## src/rtl/sysid_checker_pkg.sv

```systemverilog
// Shared types and constants for the system-ID checker.
package sysid_checker_pkg;

  localparam int unsigned DATA_W  = 32;
  localparam int unsigned TIMER_W = 16;

  localparam logic ADDR_ID = 1'b0;
  localparam logic ADDR_TS = 1'b1;

  typedef enum logic [2:0] {
    IDLE  = 3'd0,
    RD_ID = 3'd1,
    WT_ID = 3'd2,
    RD_TS = 3'd3,
    WT_TS = 3'd4,
    DONE  = 3'd5
  } state_e;

endpackage

```

## src/rtl/sysid_checker_timer.sv

```systemverilog
// Per-transaction watchdog: clearable, enabled counter with a terminal-count flag.
module sysid_checker_timer
  import sysid_checker_pkg::*;
#(
  parameter int unsigned TIMEOUT_CYCLES = 256
) (
  input  logic clk,
  input  logic rst_n,
  input  logic clr_i,
  input  logic en_i,
  output logic tc_c
);

  localparam logic [TIMER_W-1:0] TC_VAL = TIMER_W'(TIMEOUT_CYCLES - 1);

  logic [TIMER_W-1:0] count_q, count_d;

  always_comb begin
    count_d = count_q;
    if (clr_i) begin
      count_d = '0;
    end else if (en_i) begin
      count_d = count_q + TIMER_W'(1);
    end
  end

  always_ff @(posedge clk or negedge rst_n) begin
    if (!rst_n) begin
      count_q <= '0;
    end else begin
      count_q <= count_d;
    end
  end

  assign tc_c = (count_q == TC_VAL);

endmodule

```

## config.mk

```make
export PLATFORM = sky130hd
export DESIGN_NAME = sysid_checker_timer
export DESIGN_NICKNAME = d
export VERILOG_FILES = /design/src/rtl/sysid_checker_pkg.sv /design/src/rtl/sysid_checker_timer.sv
export SDC_FILE = /design/constraint.sdc
export NUM_CORES = 1
export LEC_CHECK = 0
export BUFFER_PORTS_ARGS = -buffer_cell sky130_fd_sc_hd__clkbuf_2
export CORE_ASPECT_RATIO = 0.9
export CORE_MARGIN = 2
export CORE_UTILIZATION = 57
export CTS_CLUSTER_DIAMETER = 50
export DETAILED_ROUTE_END_ITERATION = 10
export HOLD_SLACK_MARGIN = 0.12
export PLACE_DENSITY = 0.86
export SLEW_MARGIN = 20
export SYNTH_ARGS = -nofsm -noshare
export SYNTH_HDL_FRONTEND = slang
export SYNTH_SLANG_ARGS = --single-unit
```

## constraint.sdc

```tcl
create_clock -name clk -period 1.8 [get_ports clk]
set_input_delay 0 -clock clk [delete_from_list [all_inputs] [get_ports clk]]
set_output_delay 0 -clock clk [all_outputs]
set_load 0.005 [all_outputs]
```

# ---- Word level (Yosys, flattened, before mapping)
# Cells that the tools add are included.
dict set report word_totals {
  register_bits 16
  in_bits 4
  word_cells 6
}
dict set report op_classes {
  addsub 1
  n_eq_ne 1
  n_mux 2
  reduce_logical 1
}
# op count
set op_table {}
lappend op_table {{$mux W16} 2}
lappend op_table {{$add A16 B1 Y16 const B} 1}
lappend op_table {{$eq A16 B8 Y1 const B} 1}
lappend op_table {{$reduce_bool A2 Y1} 1}

# ---- Longest topological paths before layout
dict set report depth {
  depth_word 3
  mapped_depth 5
  depth_no_buf 5
}

# ---- Least setup slack after synthesis
# OpenSTA, ideal clock, no wires.
dict set report synth_path {
  path_type {register -> register}
  startpoint {register count_q[4]}
  endpoint {register count_q[15]}
  setup_time_ns 0.128
  arrival_time_ns 1.340
  slack_ns 0.332
  stages_incl_launch_ff 5
  n_path_buf 0
  synth_period_minus_slack_ns 1.468
  cell_sequence {dfrtp_1 -> nand4_4 -> or2_1 -> nor3_2 -> mux2_1}
}
dict set report synth_between {
  elab_chain_len 3
}
# item line
set synth_lines {}
lappend synth_lines {{from (decl)} sysid_checker_timer.sv:16} ;# logic [TIMER_W-1:0] count_q, count_d;
lappend synth_lines {{from (signal assigned)} sysid_checker_timer.sv:31} ;# count_q <= count_d;
lappend synth_lines {{$add A16 B1 Y16} sysid_checker_timer.sv:23} ;# count_d = count_q + TIMER_W'(1);
lappend synth_lines {{$mux W16} sysid_checker_timer.sv:22} ;# end else if (en_i) begin
lappend synth_lines {{$mux W16} sysid_checker_timer.sv:20} ;# if (clr_i) begin
# Every way passes these cells. The select of a mux whose other input is x is not followed.
# A chain may end at the register's enable or synchronous reset.

# ---- Final worst setup path
dict set report layout_path {
  startpoint {register count_q[0]}
  endpoint {register count_q[14]}
}
# The elaborated chain is that of the path after synthesis.

==> results.md <==
* Status: finished, final reports clean
* Die Ht at 41.1 um
* VDD IR max at 0.538 mV
* Xor/xnor share of the synthesized area at 10.1%
* Clk_lat worst skew at approximately 0.29 ns
* Buf/Inv on CP at 0
* Area Growth Syn to Fin at 9.63%
* Regs by FF count: count_q: 16 flops
* Number of global-route vias before repair at between 600 and 700
* Vias per cell at ~6.1
* Largest register by flop count: count_q
* Final core occ at between 60% and 70%
* Root Driver: clkbuf_4
* Delay-heaviest family, CP: simple AND/OR/NAND/NOR gates
* Die area at 1860 um2
* Core footprint at 1430 um2
* Warnings, synthesis at 0
* Global-route wire length before repair at 2860 um
* Row cnt at 13
* GP Congestion at just over 0.8
* GRT Total Usage at 23.0%
* Routed via count at roughly 680
* Clock sink count at 16
* IO Pins at 5
* CTS Buf Count at 3
* Post-Syn Area at roughly 870 um2
* P_leak at 0.000403 uW
* Fraction of layout cells with a size suffix above 1 at 13.4%
* Period utilisation layout at 89.3%
* CP Max Fanout at 7
* Synth Area in Simple Gates at about 29%
* Most common cell after layout, fill and taps aside: dfrtp_1
* Slowest cell on crit path: dfrtp_1
* Post-layout nets at between 100 and 150
* Minimum clock period at 1.61 ns
* Critical path type: reg2reg
* Post-Route WL at 1660 um
* Ys async rst share at between 90% and 100%
* Distinct cells, synth at 29
* Adder-cell share of the synthesized area at 1.44%
* Syn avg cell area at 9.68 um2
* Setup TNS at 0 ns
* Diode count at 0
* Critical path required time at 1.98 ns
* Mux share of post-synthesis cell area at between 3 and 4%
* Critical path launch point: count_q[0]
* Final Slew Violations at 0
* Max_slew headroom at 72.9%
* Largest net degree at the start of global routing at 22
* First drt pass iteration count at 4
* Startpoint class of the critical path: register
* Post-synth EDFFs at 0
* Hold slack final at 0.144 ns
* Main combinational cell family by area after synthesis: simple AND/OR/NAND/NOR gates
* Commonest non-fill, non-tap cells in the layout: dfrtp_1 (16), nor2_1 (14), nand3_1 (6), xnor2_1 (6)
* WP data arrival at 1.78 ns
* Register area share after synthesis at 46.0%
* CP Cell Sequence: ha_1, o2111ai_2, nor4_1, xnor2_1, nor2_1
* Total Power at 646 uW
* Initial Util at 60.8%
* Hold Fails Final Rpt at 0
* Mapped Cells at 90
* MaxCap Viol Count at 0
* CTS clock-pin slew for the worst setup and hold paths at 0.10 ns
* CTS tree: built
* Buffers added on ports at 4
* Largest register FFs at 16
* Compound-cell area share of the yosys netlist at 7.18%
* Residual DRC at 0
* RSZ-0062 raised after global routing: false
* Clock skew at 0.00696 ns
* #FFs+latches synth at 16
* Final setup fails at 0
* Critical Path End Type: register
* Slew of the pin with the lowest slew margin at about 0.41 ns
* Initial antenna violation count at 0
* Syn Nets at 95
* Avg WL per Cell at around 15 um
* Critical R2R Launch: count_q[0]
* Power Density at 676 nW/um2
* DR iter-0 viols at 23
* Clock Path Buffers at 2
* Max stage delay on crit path at 0.40 ns
* Hpwl dp at 1130 um
* H-tree levels at 1
* Max Clk Rate at 622 MHz
* Gr ovfl total at 0
* Die X at 45.2 um
* Antenna Violating Nets Remaining at 0
* Commonest register cell after synthesis: dfrtp_1
* Min-Delay Path Class: in2async
layout make-up:
type                    count  area (um2)
clock buffers               4        36.3
fillers                   126         477
inverters                   2        7.51
multi-input cells          68         444
flip-flops and latches     16         400
well taps                  15        18.8
repair buffers              7        47.5
synth_stat cells, drive strengths merged, types with 2 or more instances:
master | number | share of area (%)
dfrtp | 16 | 46
nor2 | 14 | 6.0
nand3 | 6 | 3.4
xnor2 | 6 | 6.0
nor3 | 5 | 3.4
buf | 4 | 2.2
nand2 | 4 | 1.7
nand4 | 4 | 4.6
nor4 | 4 | 2.9
xor2 | 4 | 4.0
a21oi | 3 | 1.7
o21ai | 3 | 1.7
inv | 2 | 0.86
mux2 | 2 | 2.6
nor2b | 2 | 1.4
or3 | 2 | 1.4
cell families after synthesis:
family          after synthesis
xor+xnor                     10
buf+inv                       6
simple gates                 45
flops                        16
fa+ha+maj                     1
mux                           3
compound gates                9
stage by stage:
stage | cell area (um2) | instances | worst slack [ns]
4_1_cts | 955 | 112 | 0.206
5_1_grt | 955 | 112 | 0.0314
3_5_place_dp | 898 | 106 | 0.219
2_1_floorplan | 871 | 90 | 0.332
6_report | 955 | 112 | 0.193
3_3_place_gp | 898 | 106 | 0.289
metal layers:
layer / GRT usage, % / share of wire (%)
met1: 26.8 / 45
met5: 0 / 0
met2: 40.7 / 48
met3: 7.93 / 5.9
met4: 6.62 / 0.91
worst paths after layout:
check | to | slack, ns | cells past startpoint
setup / recovery | count_q[14] | 0.19 | 5
hold / removal | count_q[12] | 0.14 | 2
setup reg to reg | count_q[14] | 0.19 | 5
hold reg to reg | count_q[14] | 0.59 | 2
max in group asynchronous | count_q[7] | 1.37 | 2
min in group clk | count_q[13] | 0.15 | 2
timing repair:
action                                 CTS  global route
hold buffers                             2             0
setup buffers                            0             0
endpoints found under the hold margin   17             0
gates resized for setup                  0             0
where the power goes:
group          switching (uW)  internal, uW
Combinational            24.3          13.1
Sequential               5.29           364
Clock                     116           123
Total                     146           500
(Power assumes the default switching activity.)
